===== config.mk =====
export PLATFORM = sky130hd
export DESIGN_NAME = adc_chain_spi_arb_max11040
export DESIGN_NICKNAME = d
export VERILOG_FILES = /design/src/rtl/adc_chain_spi_arb_max11040_pkg.sv /design/src/rtl/adc_spi_watchdog.sv /design/src/rtl/adc_chain_spi_arb_max11040.sv
export SDC_FILE = /design/constraint.sdc
export NUM_CORES = 1
export LEC_CHECK = 0
export ABC_AREA = 1
export ABC_CLOCK_PERIOD_IN_PS = 1400
export CAP_MARGIN = 20
export CORE_UTILIZATION = 39
export CTS_CLUSTER_DIAMETER = 200
export DETAILED_ROUTE_END_ITERATION = 12
export PLACE_DENSITY_LB_ADDON = 0.05
export SKIP_LAST_GASP = 1
export SLEW_MARGIN = 15
export SYNTH_ARGS = -nofsm -noshare
export SYNTH_HDL_FRONTEND = slang
export SYNTH_SLANG_ARGS = --single-unit

===== constraint.sdc =====
create_clock -name sys_clk -period 1.4 [get_ports sys_clk]
set_input_delay 0.14 -clock sys_clk [delete_from_list [all_inputs] [get_ports sys_clk]]
set_output_delay 0.14 -clock sys_clk [all_outputs]
set_load 0.05 [all_outputs]

===== src/rtl/adc_chain_spi_arb_max11040_pkg.sv =====
// Shared encodings for the MAX11040 SPI bus arbiter: FSM states, owner codes,
// and the idle level driven onto the shared master when nobody owns the bus.
package adc_chain_spi_arb_max11040_pkg;

  typedef enum logic [2:0] {
    ST_IDLE    = 3'd0,
    ST_GNT_CFG = 3'd1,
    ST_GNT_RD  = 3'd2,
    ST_GAP     = 3'd3,
    ST_HOLD    = 3'd4
  } arb_state_e;

  typedef enum logic [1:0] {
    OWN_NONE = 2'b00,
    OWN_CFG  = 2'b01,
    OWN_RD   = 2'b10
  } owner_e;

  // CS deasserted and data lines parked high while the bus is unowned
  localparam logic SPI_IDLE_BIT = 1'b1;

  function automatic owner_e state_owner(input arb_state_e s);
    case (s)
      ST_GNT_CFG: state_owner = OWN_CFG;
      ST_GNT_RD:  state_owner = OWN_RD;
      default:    state_owner = OWN_NONE;
    endcase
  endfunction

endpackage


===== src/rtl/adc_spi_watchdog.sv =====
// Ownership watchdog: restarts on every rising edge of the master finish flag
// and raises expire_o when the owner has gone TIMEOUT_CYC cycles without one.
module adc_spi_watchdog #(
  parameter int unsigned TIMEOUT_CYC = 4096,
  parameter int unsigned TO_W        = 13
) (
  input  logic clk_i,
  input  logic rst_ni,
  input  logic run_i,
  input  logic finsh_i,
  output logic expire_o
);

  logic            fin_q;
  logic            rise_q;
  logic [TO_W-1:0] cnt_q;
  logic [TO_W-1:0] cnt_d;

  // Counter sits at zero whenever nobody is granted, so a fresh grant starts clean
  always_comb begin
    cnt_d = cnt_q + TO_W'(1);
    if (!run_i || rise_q) begin
      cnt_d = '0;
    end
  end

  always_ff @(posedge clk_i) begin
    if (!rst_ni) begin
      fin_q  <= 1'b0;
      rise_q <= 1'b0;
      cnt_q  <= '0;
    end else begin
      fin_q  <= finsh_i;
      rise_q <= finsh_i & ~fin_q;
      cnt_q  <= cnt_d;
    end
  end

  assign expire_o = run_i && !rise_q && (cnt_q == TO_W'(TIMEOUT_CYC - 1));

endmodule


===== src/rtl/adc_chain_spi_arb_max11040.sv =====
// Arbiter between the MAX11040 config-write and sample-read engines sharing a
// single byte SPI master: exclusive grant, CS-high gap, read gating, watchdog.
module adc_chain_spi_arb_max11040
  import adc_chain_spi_arb_max11040_pkg::*;
#(
  parameter int unsigned DATA_WIDTH  = 8,
  parameter int unsigned GAP_CYC     = 4,
  parameter int unsigned TIMEOUT_CYC = 4096,
  parameter int unsigned TO_W        = 13
) (
  input  logic                  sys_clk,
  input  logic                  sys_rst_n,
  input  logic                  cfg_req_h,
  output logic                  cfg_gnt_h,
  input  logic                  cfg_cs_l,
  input  logic                  cfg_spi_en_hp,
  input  logic [DATA_WIDTH-1:0] cfg_spi_data,
  output logic                  cfg_spi_finsh_h,
  input  logic                  cfg_done_h,
  input  logic                  rd_req_h,
  output logic                  rd_gnt_h,
  input  logic                  rd_cs_l,
  input  logic                  rd_spi_en_hp,
  input  logic [DATA_WIDTH-1:0] rd_spi_data,
  output logic                  rd_spi_finsh_h,
  output logic [DATA_WIDTH-1:0] rd_spi_datain,
  output logic                  spi_cs_l,
  output logic                  spi_en_hp,
  output logic [DATA_WIDTH-1:0] spi_data,
  input  logic                  spi_finsh_h,
  input  logic [DATA_WIDTH-1:0] spi_datain,
  output logic                  busy_h,
  output logic [1:0]            owner,
  output logic                  timeout_err_hp
);

  localparam int unsigned GAP_W = (GAP_CYC < 2) ? 1 : $clog2(GAP_CYC);

  arb_state_e       state_q, state_d;
  owner_e           owner_q, owner_d;
  owner_e           hold_src_q, hold_src_d;
  logic [GAP_W-1:0] gap_cnt_q, gap_cnt_d;
  logic             rd_allow_q, rd_allow_d;
  logic             err_q, err_d;
  logic             pick_cfg, pick_rd, gap_last, granted, expire;

  assign granted  = (state_q == ST_GNT_CFG) || (state_q == ST_GNT_RD);
  assign pick_cfg = cfg_req_h;
  assign pick_rd  = !cfg_req_h && rd_req_h && rd_allow_q;
  assign gap_last = (gap_cnt_q == GAP_W'(GAP_CYC - 1));

  adc_spi_watchdog #(
    .TIMEOUT_CYC (TIMEOUT_CYC),
    .TO_W        (TO_W)
  ) u_wdog (
    .clk_i    (sys_clk),
    .rst_ni   (sys_rst_n),
    .run_i    (granted),
    .finsh_i  (spi_finsh_h),
    .expire_o (expire)
  );

  always_comb begin
    state_d    = state_q;
    gap_cnt_d  = gap_cnt_q;
    hold_src_d = hold_src_q;
    case (state_q)
      ST_IDLE: begin
        if (pick_cfg)     state_d = ST_GNT_CFG;
        else if (pick_rd) state_d = ST_GNT_RD;
      end
      ST_GNT_CFG: begin
        if (!cfg_req_h) begin
          state_d   = ST_GAP;
          gap_cnt_d = '0;
        end else if (expire) begin
          state_d    = ST_HOLD;
          hold_src_d = OWN_CFG;
        end
      end
      ST_GNT_RD: begin
        if (!rd_req_h) begin
          state_d   = ST_GAP;
          gap_cnt_d = '0;
        end else if (expire) begin
          state_d    = ST_HOLD;
          hold_src_d = OWN_RD;
        end
      end
      ST_GAP: begin
        // Pending requests are granted straight from the last gap cycle so CS
        // stays high for exactly GAP_CYC cycles between owners.
        if (gap_last) begin
          gap_cnt_d = '0;
          if (pick_cfg)     state_d = ST_GNT_CFG;
          else if (pick_rd) state_d = ST_GNT_RD;
          else              state_d = ST_IDLE;
        end else begin
          gap_cnt_d = gap_cnt_q + GAP_W'(1);
        end
      end
      ST_HOLD: begin
        if ((hold_src_q == OWN_CFG && !cfg_req_h) ||
            (hold_src_q == OWN_RD  && !rd_req_h)) begin
          state_d   = ST_GAP;
          gap_cnt_d = '0;
        end
      end
      default: state_d = ST_IDLE;
    endcase

    owner_d = state_owner(state_d);
    err_d   = (state_d == ST_HOLD) && (state_q != ST_HOLD);
    // A new configuration pass invalidates reads until cfg_done_h reasserts
    if (state_d == ST_GNT_CFG && state_q != ST_GNT_CFG) rd_allow_d = 1'b0;
    else if (cfg_done_h)                                rd_allow_d = 1'b1;
    else                                                rd_allow_d = rd_allow_q;
  end

  always_ff @(posedge sys_clk) begin
    if (!sys_rst_n) begin
      state_q    <= ST_IDLE;
      owner_q    <= OWN_NONE;
      hold_src_q <= OWN_NONE;
      gap_cnt_q  <= '0;
      rd_allow_q <= 1'b0;
      err_q      <= 1'b0;
    end else begin
      state_q    <= state_d;
      owner_q    <= owner_d;
      hold_src_q <= hold_src_d;
      gap_cnt_q  <= gap_cnt_d;
      rd_allow_q <= rd_allow_d;
      err_q      <= err_d;
    end
  end

  always_comb begin
    spi_cs_l        = SPI_IDLE_BIT;
    spi_en_hp       = 1'b0;
    spi_data        = {DATA_WIDTH{SPI_IDLE_BIT}};
    cfg_spi_finsh_h = 1'b0;
    rd_spi_finsh_h  = 1'b0;
    rd_spi_datain   = '0;
    case (owner_q)
      OWN_CFG: begin
        spi_cs_l        = cfg_cs_l;
        spi_en_hp       = cfg_spi_en_hp;
        spi_data        = cfg_spi_data;
        cfg_spi_finsh_h = spi_finsh_h;
      end
      OWN_RD: begin
        spi_cs_l       = rd_cs_l;
        spi_en_hp      = rd_spi_en_hp;
        spi_data       = rd_spi_data;
        rd_spi_finsh_h = spi_finsh_h;
        rd_spi_datain  = spi_datain;
      end
      default: ;
    endcase
  end

  assign cfg_gnt_h      = (owner_q == OWN_CFG);
  assign rd_gnt_h       = (owner_q == OWN_RD);
  assign owner          = owner_q;
  assign busy_h         = (state_q != ST_IDLE);
  assign timeout_err_hp = err_q;

endmodule


==> results of run 1 <==
worst reg2reg max path: cells and delay by family, from the launching register on:
family                   cells  cell delay (ns)
adder cells (fa/ha/maj)      1             0.16
buffers and inverters        1             0.13
flip-flops                   1             0.37
AND/OR/NAND/NOR              7             0.58
sequential cells by signal (all words and copies together) (netlist names):
signal / count
gap_cnt_q: 2
hold_src_q: 2
u_wdog.cnt_q: 13
owner: 2
state_q: 3
rd_allow_q: 1
timeout_err_hp: 1
u_wdog.fin_q: 1
u_wdog.rise_q: 1
cell families (layout without fill, tap and decap cells):
group | after synthesis | count (layout)
AO/OA/AOI/OAI | 30 | 30
XOR/XNOR | 5 | 5
adder cells (fa/ha/maj) | 4 | 4
buffers and inverters | 44 | 122
flip-flops | 26 | 26
AND/OR/NAND/NOR | 100 | 100
layout by cell type, fill, tap and decap left out, types with 2 or more instances in the layout:
cell type | Yosys | routed
nand3_1 | 6 | 3
xnor2_1 | 3 | 3
xor2_1 | 2 | 2
inv_1 | 32 | 19
nand2_2 | 5 | 15
nand3_4 | 0 | 3
buf_12 | 0 | 16
nor2_1 | 24 | 21
dfxtp_1 | 26 | 15
nand2_1 | 43 | 33
buf_4 | 0 | 19
nor2_2 | 4 | 3
clkinvlp_4 | 0 | 10
ha_4 | 0 | 3
nor3_2 | 2 | 3
a21oi_1 | 11 | 10
nor3_1 | 3 | 2
nand3_2 | 5 | 5
dfxtp_4 | 0 | 2
dfxtp_2 | 0 | 9
buf_6 | 0 | 11
o21ai_1 | 1 | 3
a221o_2 | 0 | 9
o21ai_0 | 5 | 3
nand4_1 | 2 | 2
nor2_4 | 2 | 6
clkbuf_8 | 0 | 3
inv_2 | 6 | 9
clkdlybuf4s50_1 | 0 | 33
stage by stage:
step,cell area (um2),setup TNS [ns],setup WS (ns)
final,2724,-2.833,-0.1796
after detailed placement,2439,-0.4748,-0.08325
after floorplan,1608,-2.106,-0.1671
after CTS,2605,-3.212,-0.2097
after global placement,2439,-0.4027,-0.07144
after global routing,2724,-3.846,-0.2161
layer usage:
layer  vias up  share of wire (%)  GRT usage, %
met1       716                 46         24.34
met5         -                  0             0
met4         0               0.74         6.818
met3         4                5.0         3.080
li1        822                  -             -
met2        50                 48         35.37
layout make-up:
class / instances / share of cell area (%)
clock inverter: 1 / 1.102
tap: 48 / 2.205
sequential: 26 / 19.80
multi-input combinational: 139 / 34.96
clock buffer: 3 / 1.516
timing repair buffer: 79 / 33.67
inverter: 39 / 6.752
power by group through the flow:
stage,clock (mW),combinational [mW],sequential [mW]
final,0.618,2.61,0.881
after global placement,0,2.34,0.890
after floorplan,0,1.51,0.931
after detailed placement,0,2.36,0.894
after CTS,0.623,2.54,0.873
after global routing,0.657,2.75,0.889
worst max path at each step:
stage	slack [ns]	cells after the start	to
after global routing	-0.22	4	spi_data[0]
after global placement	-0.07	9	owner[1]
after CTS	-0.21	4	spi_cs_l
after floorplan	-0.17	6	spi_en_hp
final	-0.18	4	spi_data[0]
after detailed placement	-0.08	11	rd_allow_q
what timing repair did:
action | in CTS | in global routing
hold buffers | 0 | 0
setup buffers | 4 | 3
pin swaps | 4 | 9
resized for setup | 21 | 29
setup endpoints to repair | 25 | 31
==> results.md, run 1 <==
- Yosys top cell area share: 35.16%
- Dominant cells by area after synthesis: dfxtp_1 35%, nand2_1 11%, inv_1 8.1%
- Final hold vios: 0
- Worst slew pin tran: roughly 0.23 ns
- Slew Limit Fails: 0
- # Max-Cap Violations: 0
- Compound-gate portion of the synthesized area: 13.86%
- Final Core Density: ~74%
- Fill cell count: 300
- Worst setup EP type: output port
- Routed vias: 1,592
- Drt pass-1 iters: 4
- Post-synthesis async set-or-reset flop share: 0%
- Hold path startpoint: u_wdog.fin_q
- Drt total wl: 4067 um
- Final setup vio count: 20
- Vias/cell: 4.752
- H-tree levels: 1
- Worst r2r dst: state_q[1]
- Critical Path Source: owner[0]
- Die area: about 4000 um2
- GPL Wtd Cong: 0.8110
- CP max-delay cell: dfxtp_4
- VDD IR max: approximately 720 uV
- Int Pwr: 2.319 mW
- RSZ-0062 raised after global routing: true
- Top_reg_cell synth: dfxtp_1
- Clock Sinks: 26
- Mux share of post-synthesis cell area: 0%
- Global Route Usage Sum: about 20%
- Post-Synthesis Cells: 209
- Power Density: 1510 nW/um2
- Yosys top cell by area: dfxtp_1
- Hpwl dp: 3172 um
- Max incr delay on CP: 0.38 ns
- R2R cell count: 9
- Clk pin slew, worst setup/hold paths: 0.09 ns
- Distinct cell type count after synthesis: 32
- Initial antenna violation count: 0
- Hold Path Depth: 1
- Most frequent cell after synthesis: nand2_1
- Arr. time, crit path: approximately 1.4 ns
- Flip-flop and latch area: 539.3 um2
- Adder-cell share of the synthesized area: 3.381%
- Final Non-Filler Cells: 335
- Grt total ovfl: 0
- Synth Area in XOR/XNOR: ~3.0%
- CTS tree: yes
- Syn_nets: between 200 and 250
- Clock skew: about 0.0033 ns
- Simple-gate share of the synthesized area: 33.05%
- Antenna diodes: 0
- Clk Latency, worst-skew pair: 0.27 ns
- Hold_ws: 0.3853 ns
- Crit path buf inv count: 2
- Final WS setup: -0.1796 ns
- Num ports: 60
- #FFs+latches synth: 26
- Die Wd: 63.61 um
- Core box area: approximately 3700 um2
- Critical path class: reg -> out
- Largest family of logic cells by synthesized area: simple AND/OR/NAND/NOR gates
- Post-synth EDFFs: 0
- Area of the multi-input gates: 952.2 um2
- Post-DRT Antenna Nets: 0
- DR WL/cell: around 12 um
- Worst hold path type: reg -> reg
- Tmin final: 1.580 ns
- Proportion of layout cells with a drive suffix above 1: 46.34%
- Nets: 326
- Average size of a mapped cell: 7.082 um2
- Failing checks: setup timing
- Clock Root Buffer: clkbuf_8
- Period utilization: 112.8%
- Top cells by count, synth: 43 x nand2_1, 32 x inv_1, 26 x dfxtp_1
- Worst r2r src: u_wdog.cnt_q[0]
- Syn Std Cell Area: 1480 um2
- Initial Utilization: 40.43%
- Fmax: between 600 and 700 MHz
- Net Sw Frac: 43.60%
- Clk buf depth: 2
- Area grow syn2layout: 84.02%
- NetSw: 1.793 mW
- Hold endpoint: u_wdog.rise_q
- 1st-iter DRT viols: 39
- First-pass GRT wire length: approximately 6400 um
- Relative slew slack: 84.66%
- TritonCTS buffer count: 3
- Drc violations: 0
- Power share of the clock group: between 10% and 20%
- Reg2Reg Setup Slack: about 0.06 ns
- Vias in the first global route: 1,438
- Synth warnings: 0
- Comb power frac: 63.5%
- Crit-path cells: inv_2 -> ha_4 -> a221o_2 -> buf_6
- Status: finished with violations
- Sequential area share after synthesis: 35.16%
- CP top delay family: flip-flops
- Crit-path max FO: 10
- Chip height: 63.61 um
- Rows: 22
- Inst Count DP: 324
- Flop pwr share: 21.4%
- Startpoint class of the critical path: register
- Largest net degree at the start of global routing: 16
- Pleak: 1.037 nW
- Critical Path RT: ~1.3 ns
- Total Power: ~4.1 mW
- I/O Buffers: 59
Note: power is estimated with default switching activity, not from simulation.
==> inputs of run 2 (changes only) <==
SETUP_SLACK_MARGIN = 0.1   (was not set)
==> run 2 against run 1 <==
  * Design area is 9.4% higher
  * Critical path depth unchanged
  * Final cell count is 3.9% higher
  * Power increased by 4.9%
  * Maximum frequency shrank 1.1%
  * The flow still finishes with violations (setup timing)
  * Register-to-register slack got worse by 0.07 ns
  * Non-clock buffer count increased by 13
  * Highest routed layer unchanged
  * Clock skew barely moved
  * First-iteration DRC count increased by 7.7%
  * Sequential power increased by 1%
==> results.md, run 2 (synthesis gave the netlist of run 1 again) <==
- Critical Path RT: 1.26 ns (about the same)
- Drt pass-1 iters: 4 (unchanged)
- GPL Wtd Cong: 0.8578 (+5.8%)
- Critical path class: reg -> out
- CP max-delay cell: dfxtp_4
- Initial Utilization: 40.43% (unchanged)
- Final WS setup: -0.1965 ns (-0.01690 ns)
- Clock skew: 0.003188 ns (-0.0001104 ns)
- Vias/cell: 4.833 (+1.7%)
- Area grow syn2layout: 101.3%
- Regs by FF count: u_wdog.cnt_q (13), state_q (3)
- Final hold vios: 0 (unchanged)
- Initial antenna violation count: 0 (unchanged)
- Rows: 22 (unchanged)
- Most frequent cells in the layout: 35 x nand2_1, 33 x clkdlybuf4s50_1, 25 x buf_4, 18 x buf_6, 17 x inv_1
- I/O Buffers: 59 (unchanged)
- Failing checks: setup timing
- Largest net degree at the start of global routing: 16 (unchanged)
- VDD IR max: 844.5 uV (+17%)
- Final TNS setup: -3.198 ns (-0.3655 ns)
- Clk Latency, worst-skew pair: 0.27 ns (about the same)
- Clk buf depth: 2 (unchanged)
- Reg with most FFs: u_wdog.cnt_q
- Fmax: 626.4 MHz (-1.1%)
- Final setup vio count: 20 (unchanged)
- Worst setup EP type: output port
- CTS tree: yes
- Max reg flops: 13 (unchanged)
- Routed vias: 1,682 (+5.7%)
- Max incr delay on CP: 0.38 ns (about the same)
- Status: finished with violations
- Pleak: 1.143 nW (+10%)
- Arr. time, crit path: 1.46 ns (+0.02 ns)
- Die area: 4046 um2 (unchanged)
- Tmin final: 1.596 ns (+0.01690 ns)
- Num ports: 60 (unchanged)
- Worst hold path type: reg -> reg
- RSZ-0062 raised after global routing: true
- Post-DRT Antenna Nets: 0 (unchanged)
- Nets: 339 (+4.0%)
- Crit-path max FO: 12 (+2)
- Hpwl dp: 2973 um (-6.3%)
- Clock Root Buffer: clkbuf_8
- Antenna diodes: 0 (unchanged)
- Grt total ovfl: 0 (unchanged)
- Startpoint class of the critical path: register
- Core box area: 3661 um2 (unchanged)
- Fill cell count: 211 (-30%)
- # Max-Cap Violations: 0 (unchanged)
- 1st-iter DRT viols: 42 (+7.7%)
- Commonest non-fill, non-tap cell in the layout: nand2_1
- Proportion of layout cells with a drive suffix above 1: 54.67% (+8.3 points)
- Drc violations: 0 (unchanged)
- Period utilization: 114.0% (+1.2 points)
- Worst slew pin tran: 0.2241 ns (-0.005195 ns)
- Clk pin slew, worst setup/hold paths: 0.09 ns (about the same)
- Global Route Usage Sum: 20.94% (+0.90 points)
- Post-route cell area: 2979 um2 (+9.4%)
- Die Wd: 63.61 um (unchanged)
- Slew Limit Fails: 0 (unchanged)
- Drt total wl: 4630 um (+14%)
- Chip height: 63.61 um (unchanged)
- Crit path buf inv count: 2 (unchanged)
- First-pass GRT wire length: 6727 um (+4.5%)
- TritonCTS buffer count: 3 (unchanged)
- CP top delay family: flip-flops
- Vias in the first global route: 1,467 (+2.0%)
- Placed cell area: 2484 um2 (+1.8%)
- Worst slack, placed: -0.1031 ns (-0.01981 ns)
- Clock Sinks: 26 (unchanged)
- Crit-path cells: inv_2 -> ha_4 -> a221o_2 -> buf_6
- Power Density: 1448 nW/um2 (-4.1%)
- H-tree levels: 1 (unchanged)
- Relative slew slack: 84.90% (+0.24 points)
- DR WL/cell: 13.30 um (+9.6%)
==> run 2: power by group <==
part / internal, mW / switching, mW / leakage, nW / total [mW]
registers: 0.809 / 0.0858 / 0.220 / 0.894
clock network: 0.311 / 0.245 / 0.0339 / 0.556
logic: 1.27 / 1.59 / 0.889 / 2.86
total: 2.39 / 1.92 / 1.14 / 4.31
==> run 2: worst paths after layout <==
path | slack (ns) | cells after the start | start | endpoint
max reg2reg | -0.01 | 11 | u_wdog.cnt_q[5] | rd_allow_q
min reg2reg | 0.39 | 1 | u_wdog.fin_q | u_wdog.rise_q
max | -0.20 | 4 | owner[1] | spi_cs_l
min | 0.39 | 1 | u_wdog.fin_q | u_wdog.rise_q
==> run 2: routing by layer <==
layer	wire length, um	GRT usage (%)	up-vias
met5	0	0	-
met4	54	4.545	0
met3	173	4.529	7
met2	2579	38.70	38
met1	1823	24.21	786
li1	-	-	851
==> run 2: final cells by class <==
cell class                 instances  area, um2  share of cell area, %
clock buffer                       4      66.31                  2.226
inverter                          39      203.9                  6.846
timing repair buffer              92       1041                  34.94
sequential                        26      560.5                  18.82
multi-input combinational        139       1047                  35.15
tap                               48      60.06                  2.016
==> run 2: timing repair <==
action	CTS	global route
hold buffers	0	0
gates resized for setup	23	64
pin swaps	7	20
buffers inserted	9	10
setup endpoints to repair	31	38
==> run 2: through the flow <==
step	utilization [%]	total power, mW	cells	hold WS (ns)
after global placement	67.84	3.284	325	0.3738
final	81.37	4.315	348	0.3867
after global routing	81.37	4.507	348	0.3980
after floorplan	-	2.473	209	0.2515
after detailed placement	67.84	3.296	325	0.3750
after CTS	73.38	4.078	338	0.3900
